[src/rtl/multicycle_sequencer_legv8.sv]
// multicycle_sequencer_legv8: multi-cycle LEGv8 control sequencer (FETCH/EX0/EX1/MEMWAIT/HALT).
// Latency: 1-cycle ops 2 cycles incl. fetch, MOV 3, memory 2 + MEMWAIT cycles; retire pulses in last execute cycle.
// Backpressure: FETCH waits indefinitely for instr_valid; MEMWAIT waits for mem_ready up to MEM_TIMEOUT cycles.
//
// Ports:
//   clock, reset            rising-edge clock, asynchronous active-high reset
//   I, instr_valid          instruction word from imem and its valid (sampled only in FETCH)
//   mem_ready               dmem completes the current access this cycle
//   status                  {V,C,N,Z,Zraw}, informational only
//   state                   current state encoding
//   il/rw/mw/sl/mem_req     datapath strobes (combinational from state, IR and handshakes)
//   const_sel               constant-generator select
//   retire, retired_count   completion pulse and wrapping completion count
//   illegal/bus_err/halted  sticky fault/halt flags
module multicycle_sequencer_legv8 #(
    parameter int INSTR_W     = 32,
    parameter int CNT_W       = 32,
    parameter int MEM_TIMEOUT = 15
) (
    input  logic               clock,
    input  logic               reset,
    input  logic [INSTR_W-1:0] I,
    input  logic               instr_valid,
    input  logic               mem_ready,
    input  logic [4:0]         status,
    output logic [2:0]         state,
    output logic               il,
    output logic               rw,
    output logic               mw,
    output logic               sl,
    output logic               mem_req,
    output logic [2:0]         const_sel,
    output logic               retire,
    output logic [CNT_W-1:0]   retired_count,
    output logic               illegal,
    output logic               bus_err,
    output logic               halted
);

    localparam logic [2:0] LP_FETCH   = 3'd0;
    localparam logic [2:0] LP_EX0     = 3'd1;
    localparam logic [2:0] LP_EX1     = 3'd2;
    localparam logic [2:0] LP_MEMWAIT = 3'd4;
    localparam logic [2:0] LP_HALT    = 3'd7;

    // The wait counter only has to reach MEM_TIMEOUT-1.
    localparam int WAIT_W = (MEM_TIMEOUT < 2) ? 1 : $clog2(MEM_TIMEOUT);
    localparam logic [WAIT_W-1:0] LP_WAIT_LAST =
        WAIT_W'((MEM_TIMEOUT == 0) ? 0 : MEM_TIMEOUT - 1);

    logic [2:0]         r_state;
    logic [INSTR_W-1:0] r_ir;
    logic [WAIT_W-1:0]  r_wait;
    logic [CNT_W-1:0]   r_cnt;
    logic               r_illegal;
    logic               r_bus_err;
    logic               r_halted;

    logic [2:0] w_nxt;
    logic       w_il;
    logic       w_rw;
    logic       w_mw;
    logic       w_sl;
    logic       w_mreq;
    logic [2:0] w_cs;
    logic       w_ret;
    logic       w_set_ill;
    logic       w_set_be;

    // Instruction class: 0 DataImm, 1 Branch, 2 Mem, 3 DataReg.
    logic [1:0] w_class;
    logic       w_sl_logic;
    logic       w_mem_ok;
    logic       w_timeout;
    logic       w_unused;

    assign w_class    = {r_ir[27], (~r_ir[27] & r_ir[26]) | (r_ir[27] & r_ir[25])};
    assign w_sl_logic = (r_ir[30:29] == 2'b11);
    // Only plain LDUR/STUR are supported in the memory class.
    assign w_mem_ok   = ({r_ir[29], r_ir[28], r_ir[24], r_ir[21], r_ir[11], r_ir[10]} == 6'b110000);
    assign w_timeout  = (MEM_TIMEOUT != 0) && (r_wait == LP_WAIT_LAST);
    assign w_unused   = ^{status, r_ir[20:12], r_ir[9:0]};

    always_comb begin
        w_nxt     = r_state;
        w_il      = 1'b0;
        w_rw      = 1'b0;
        w_mw      = 1'b0;
        w_sl      = 1'b0;
        w_mreq    = 1'b0;
        w_cs      = 3'd0;
        w_ret     = 1'b0;
        w_set_ill = 1'b0;
        w_set_be  = 1'b0;
        case (r_state)
            LP_FETCH: begin
                w_il = instr_valid;
                if (instr_valid) w_nxt = LP_EX0;
            end
            LP_EX0: begin
                case (w_class)
                    2'd0: begin
                        case (r_ir[25:23])
                            3'b010: begin
                                w_rw  = 1'b1;
                                w_sl  = r_ir[29];
                                w_ret = 1'b1;
                                w_nxt = LP_FETCH;
                            end
                            3'b100: begin
                                w_rw  = 1'b1;
                                w_sl  = w_sl_logic;
                                w_ret = 1'b1;
                                w_nxt = LP_FETCH;
                            end
                            3'b101: begin
                                w_rw  = 1'b1;
                                w_cs  = 3'd2;
                                w_nxt = LP_EX1;
                            end
                            default: begin
                                w_set_ill = 1'b1;
                                w_nxt     = LP_HALT;
                            end
                        endcase
                    end
                    2'd1: begin
                        w_cs  = (r_ir[30:29] == 2'b00) ? 3'd4 : 3'd5;
                        // Only BL writes the link register.
                        w_rw  = r_ir[31] & (r_ir[30:29] == 2'b00);
                        w_ret = 1'b1;
                        w_nxt = LP_FETCH;
                    end
                    2'd2: begin
                        if (w_mem_ok) begin
                            w_mreq = 1'b1;
                            w_cs   = 3'd6;
                            if (mem_ready) begin
                                w_rw  = r_ir[22];
                                w_mw  = ~r_ir[22];
                                w_ret = 1'b1;
                                w_nxt = LP_FETCH;
                            end else begin
                                w_nxt = LP_MEMWAIT;
                            end
                        end else begin
                            w_set_ill = 1'b1;
                            w_nxt     = LP_HALT;
                        end
                    end
                    default: begin
                        if (!r_ir[28]) begin
                            w_rw  = 1'b1;
                            w_sl  = r_ir[24] ? r_ir[29] : w_sl_logic;
                            w_ret = 1'b1;
                            w_nxt = LP_FETCH;
                        end else begin
                            w_set_ill = 1'b1;
                            w_nxt     = LP_HALT;
                        end
                    end
                endcase
            end
            LP_EX1: begin
                w_rw  = 1'b1;
                w_cs  = 3'd3;
                w_ret = 1'b1;
                w_nxt = LP_FETCH;
            end
            LP_MEMWAIT: begin
                // Address constant stays selected while the access is outstanding.
                w_mreq = 1'b1;
                w_cs   = 3'd6;
                if (mem_ready) begin
                    w_rw  = r_ir[22];
                    w_mw  = ~r_ir[22];
                    w_ret = 1'b1;
                    w_nxt = LP_FETCH;
                end else if (w_timeout) begin
                    w_set_be = 1'b1;
                    w_nxt    = LP_HALT;
                end
            end
            LP_HALT: begin
                w_nxt = LP_HALT;
            end
            default: begin
                // Unused encodings fall back to fetch.
                w_nxt = LP_FETCH;
            end
        endcase
    end

    always_ff @(posedge clock or posedge reset) begin
        if (reset) begin
            r_state   <= LP_FETCH;
            r_ir      <= '0;
            r_wait    <= '0;
            r_cnt     <= '0;
            r_illegal <= 1'b0;
            r_bus_err <= 1'b0;
            r_halted  <= 1'b0;
        end else begin
            r_state <= w_nxt;
            if ((r_state == LP_FETCH) && instr_valid) r_ir <= I;
            // Counter is parked at zero outside MEMWAIT so it starts from zero on entry.
            if (r_state != LP_MEMWAIT) r_wait <= '0;
            else if (!mem_ready)        r_wait <= r_wait + WAIT_W'(1);
            if (w_ret)     r_cnt     <= r_cnt + CNT_W'(1);
            if (w_set_ill) r_illegal <= 1'b1;
            if (w_set_be)  r_bus_err <= 1'b1;
            if (w_nxt == LP_HALT) r_halted <= 1'b1;
        end
    end

    // Strobes are held low for the whole time reset is asserted.
    assign state         = r_state;
    assign il            = w_il   & ~reset;
    assign rw            = w_rw   & ~reset;
    assign mw            = w_mw   & ~reset;
    assign sl            = w_sl   & ~reset;
    assign mem_req       = w_mreq & ~reset;
    assign const_sel     = reset ? 3'd0 : w_cs;
    assign retire        = w_ret  & ~reset;
    assign retired_count = r_cnt;
    assign illegal       = r_illegal;
    assign bus_err       = r_bus_err;
    assign halted        = r_halted;

endmodule

[config.mk]
export PLATFORM = sky130hd
export DESIGN_NAME = multicycle_sequencer_legv8
export DESIGN_NICKNAME = d
export VERILOG_FILES = /design/src/rtl/multicycle_sequencer_legv8.sv
export SDC_FILE = /design/constraint.sdc
export NUM_CORES = 1
export LEC_CHECK = 0
export ABC_AREA = 1
export BUFFER_PORTS_ARGS = -buffer_cell sky130_fd_sc_hd__buf_2
export CELL_PAD_IN_SITES_DETAIL_PLACEMENT = 0
export CELL_PAD_IN_SITES_GLOBAL_PLACEMENT = 2
export CORE_UTILIZATION = 24
export CTS_BUF_LIST = sky130_fd_sc_hd__clkbuf_4
export DETAILED_ROUTE_END_ITERATION = 7
export GPL_TIMING_DRIVEN = 0
export PLACE_DENSITY = 0.71
export SETUP_SLACK_MARGIN = 0.05
export SYNTH_ARGS = -nofsm -noshare
export SYNTH_HDL_FRONTEND = slang
export SYNTH_SLANG_ARGS = --single-unit
[constraint.sdc]
create_clock -name clock -period 1.85 [get_ports clock]
set_input_delay 0.0925 -clock clock [delete_from_list [all_inputs] [get_ports clock]]
set_output_delay 0.0925 -clock clock [all_outputs]
set_load 0.02 [all_outputs]
======== After elaboration in Yosys (flattened, before gate mapping) ========
Cells that the tools add are included.
W data, S select, Z words.
word-level totals
  bits in registers ....................... 74
  input port bits ......................... 41
  output and inout port bits .............. 47
  word-level logic and storage cells ...... 93
cells by class
  $add $sub $neg .......................... 2
  equality and inequality tests ........... 15
  multiplexer cells ....................... 49
  bitwise operators ....................... 13
  reductions and logical operators ........ 7
operators with widths
  kind                     number
  $add A32 B1 Y32 const B  1
  $pmux W3 S3              3
  $mux W1                  24
  $mux W3                  8
  $eq A3 B3 Y1 const B     5
  $pmux W1 S3              5
  $pmux W3 S4              1
  $and A1 B1 Y1            9
  $mux W4                  2
  $pmux W1 S2              4
  $eq A3 B2 Y1 const B     2
  $eq A6 B6 Y1 const B     1
  $pmux W3 S2              1
  $add A4 B1 Y4 const B    1
  $eq A2 B2 Y1 const B     2
  $eq A4 B4 Y1 const B     1
  $logic_not A2 Y1         2
  $reduce_or A2 Y1         2
  $eq A3 B1 Y1 const B     1
  $logic_not A3 Y1         1
  $ne A3 B3 Y1 const B     1
  $not A1 Y1               3
  $reduce_or A3 Y1         1
  $eq A2 B1 Y1 const B     1
  4 further kinds          4

======== Longest topological paths before layout ========
  depth after elaboration ................. 8
  depth in mapped cells ................... 11
  gate-level depth less buffers ........... 10

======== Worst setup path before layout ========
No wires, ideal clock.
  path type ............................... input-to-output
  start ................................... in reset
  end ..................................... out mw
  arrival time ............................ 2118 ps
  data required time ...................... 1757 ps
  slack ................................... -360 ps
  stages on the path ...................... 3
  path buffers ............................ 0
  cells stage by stage .................... inv_1 a22oi_1 nor3_1
between the ends
  cells in the longest elaborated chain, start to end .. 2
RTL lines
  element          line  RTL
  start, declared  21    input logic reset,
  $not A1 Y1       220   assign mw = w_mw & ~reset;
  $and A1 B1 Y1    220
  end, declared    29    output logic mw,
No other way between the ends.

======== Worst setup path after layout ========
  start ................................... reg r_ir[27]
  end ..................................... out retire
between the ends
  cells in the longest elaborated chain, start to end .. 7
  elaborated cells on any way between the ends .. 10
  those cells by class .................... 2 x eq/ne; 2 x mux; 5 x bitwise; 1 x reduce/logical
RTL lines
  element                                     line  RTL
  start, declared                             52    logic [INSTR_W-1:0] r_ir;
  start signal, assigned                      197   r_ir <= '0;
  start signal, assigned                      205   if ((r_state == LP_FETCH) && instr_valid) r_ir <= I;
  $not A1 Y1                                  77    assign w_class = {r_ir[27], (~r_ir[27] & r_ir[26]) | (r_ir[27] & r_ir[25])};
  $and A1 B1 Y1                               77
  $or A1 B1 Y1                                77
  $eq A2 B2 Y1, or another cell as far along  101   case (w_class)
  $pmux W1 S3 (*)                             101
  $pmux W1 S3 (*)                             95    case (r_state)
  $and A1 B1 Y1 (*)                           224   assign retire = w_ret & ~reset;
  end, declared                               33    output logic retire,
Every way passes the cells marked *; elsewhere a longest branch is shown, timed or not.

==> flow_summary.ini <==
[status]
status = finished, violations left
violations = setup timing

[cells_and_area]
nNetsFinal = 672
final_cell_mix = nand2_1 (219), buf_2 (60), nor2_1 (49)
regArea_um2 = 1390
drive_above_1_share_pct = 27.2
fill_cells = 1527
syn_to_final_growth_pct = 36.1
fin_util_pct = 33.9
mostFrequentLayoutCell = nand2_1
multiInputGateArea_um2 = 2080
stdcell_count = 809
diodes = 0

[synthesis]
synth.avg_cell_area_um2 = 6.80
syn_inst = 512
yosysSeqAreaShare_pct = 39.6
yosys_warnings = 0
netlist_area_um2 = 3480
synth_nets = 556
ys_types = 29
ys_ff_latch = 55

[setup_path]
worstSetupEndpointType = primary output
start_kind = flop
path_class = flop to primary output
cp_max_fo = 3
cp.arrival_ps = 1840
worst-endpoint-required_ps = 1760

[routing]
drc_errors = 0
ant_nets = 0
vias = 3722
routedWlPerCell_um = 14.9
vias_per_cell = 4.60
drt_first_pass_iters = 4
wirelength_mm = 12.1
drt_iter0_drc = 178

[power_and_ir_drop]
vdd_drop_max_uv = 213
powerDensity_nw_per_um2 = 398
p_leak_nw = 2.33

[clock_network]
clk_path_buf_depth = 2
cts_sinks = 55
path_clk_slew_ps = 160
clock_latency_ps = 410
htreeDepth = 2
cts_tree = built
cts_root_buf = clkbuf_4
cts_made_buffers = 5

[placement]
placed_cells = 755
hpwl_mm = 8.30
gp_congestion = 0.866
io_buffers = 63

[die]
rows = 43
core_um2 = 14000
die_h_um = 122
dieArea_um2 = 15000
initial_core_util_pct = 24.9
die_w_um = 122
ios = 88

[timing]
finalSetupViolations = 4
finalCritPeriodShare_pct = 104
hold_viol = 0
rsz0062_at_grt = yes
fin_ws_ps = -79.6
maxSlewHeadroom_pct = 43.9
min_period_ps = 1930
worstMarginPinSlew_ps = 839
fmax_mhz = 518
holdWs_ps = 103
clock_skew_ps = 11.4
slew_violations = 0

[hold_path]
hp-class = input pin to flop

[grt]
grt_pass1_wl_mm = 19.1
antenna_found_initial = 0
grt_overflow = 0
grt_pass1_vias = 3541
grtUsageTotal_pct = 16.7
grt_max_degree = 29

[run]
maxCapViolCount = 0
==> what timing repair did <==
| action | 4_1_cts | 5_1_grt |
|---|---|---|
| endpoints found under the hold margin | 40 | 28 |
| setup buffers | 17 | 11 |
| hold buffers | 15 | 1 |
| cloned | 2 | 0 |
| resized for setup | 51 | 33 |
| pin swaps | 14 | 12 |
| setup endpoints to repair | 10 | 45 |
==> path summary, 6_finish.rpt <==
kind | from | end | slack [ps] | cells after the start
worst max-delay path | r_ir[27]$_DFFE_PP0P_ | retire | -80 | 8
worst min-delay path | instr_valid | r_ir[31]$_DFFE_PP0P_ | 100 | 4
worst max register to register | r_ir[24]$_DFFE_PP0P_ | retired_count[19]$_DFFE_PP0P_ | 180 | 11
worst min register to register | bus_err$_DFFE_PP0P_ | bus_err$_DFFE_PP0P_ | 480 | 2
max in group asynchronous | reset | state[0]$_DFF_PP0_ | 730 | 3
min in group asynchronous | reset | r_ir[26]$_DFFE_PP0P_ | 530 | 3
==> synthesized netlist by cell type <==
cell type | n | area [µm²]
nor2_4 | 2 | 22.5
a21oi_1 | 4 | 20.0
o21ai_0 | 13 | 65.1
nand3b_1 | 15 | 113
dfrtp_1 | 55 | 1380
nand3_2 | 1 | 10.0
nand3_1 | 13 | 65.1
nor2_1 | 59 | 221
nor2_2 | 3 | 18.8
inv_1 | 32 | 120
buf_2 | 7 | 35.0
ha_1 | 3 | 37.5
o2111ai_1 | 1 | 8.76
nand2_1 | 226 | 848
nand4_1 | 38 | 238
o211ai_1 | 1 | 7.51
a31oi_1 | 2 | 12.5
a22oi_1 | 1 | 7.51
buf_4 | 4 | 30.0
nand4_2 | 1 | 12.5
and3_1 | 3 | 18.8
inv_2 | 3 | 11.3
clkbuf_1 | 4 | 15.0
xor2_1 | 10 | 87.6
nand2_2 | 2 | 12.5
nor3_1 | 3 | 15.0
xnor2_1 | 4 | 35.0
o22ai_1 | 1 | 6.26
a21oi_2 | 1 | 8.76
==> through the flow <==
stage	TNS (ps)	area (µm²)	power [W]	worst slack [ps]
6_report	-228	4740	0.00189	-79.6
5_1_grt	-884	4740	0.00197	-189
4_1_cts	-369	4540	0.00192	-77.9
3_5_place_dp	-2160	4020	0.00128	-744
3_3_place_gp	-2210	4020	0.00128	-767
2_1_floorplan	0	3480	0.00124	185
==> cells by family after synthesis <==
group / after synthesis / share of synthesized area, %
AOI/OAI and AO/OA: 24 / 3.92
xor gates and xnor gates: 14 / 3.52
adders and majority gates: 3 / 1.08
buffers and inverters: 50 / 6.08
DFF: 55 / 39.6
and+or+nand+nor: 366 / 45.8
==> sequential cells by signal (all words and copies together), names as in the netlist <==
register and count:
retired_count 32, state 3, r_wait 4, bus_err 1
halted 1, r_ir 13, illegal 1
==> metal layers <==
layer,vias up,part of all wire (%),GRT usage [%]
met5,-,0,0
met4,0,0.98,2.82
met3,13,5.0,2.56
met2,84,49,29.2
met1,1743,45,21.7
li1,1882,-,-
==> worst max-delay path, stage by stage (launching register included) <==
cell	delay, ps
dfrtp_1	460
buf_6	150
nand3_2	70
nand4_1	130
nor2_4	150
nor2_4	50
buf_6	110
a31oi_4	160
buf_6	150
==> where the power goes <==
part	leakage, nW	internal [W]	total (W)	switching, W
logic	1.61	0.0000352	0.0000833	0.0000482
registers	0.693	0.00120	0.00120	0
clock network	0.0361	0.000179	0.000599	0.000420
==> area by class of cell <==
type / count / share of cell area (%)
multi-input cells: 407 / 43.9
flip-flops and latches: 55 / 29.2
repair buffers: 107 / 15.4
well taps: 180 / 4.75
inverters: 35 / 3.01
plain buffers: 15 / 2.27
clock buffers: 7 / 1.11
repair inverters: 2 / 0.264
clock inverters: 1 / 0.106
No activity file was read; power rests on OpenSTA's default activity.
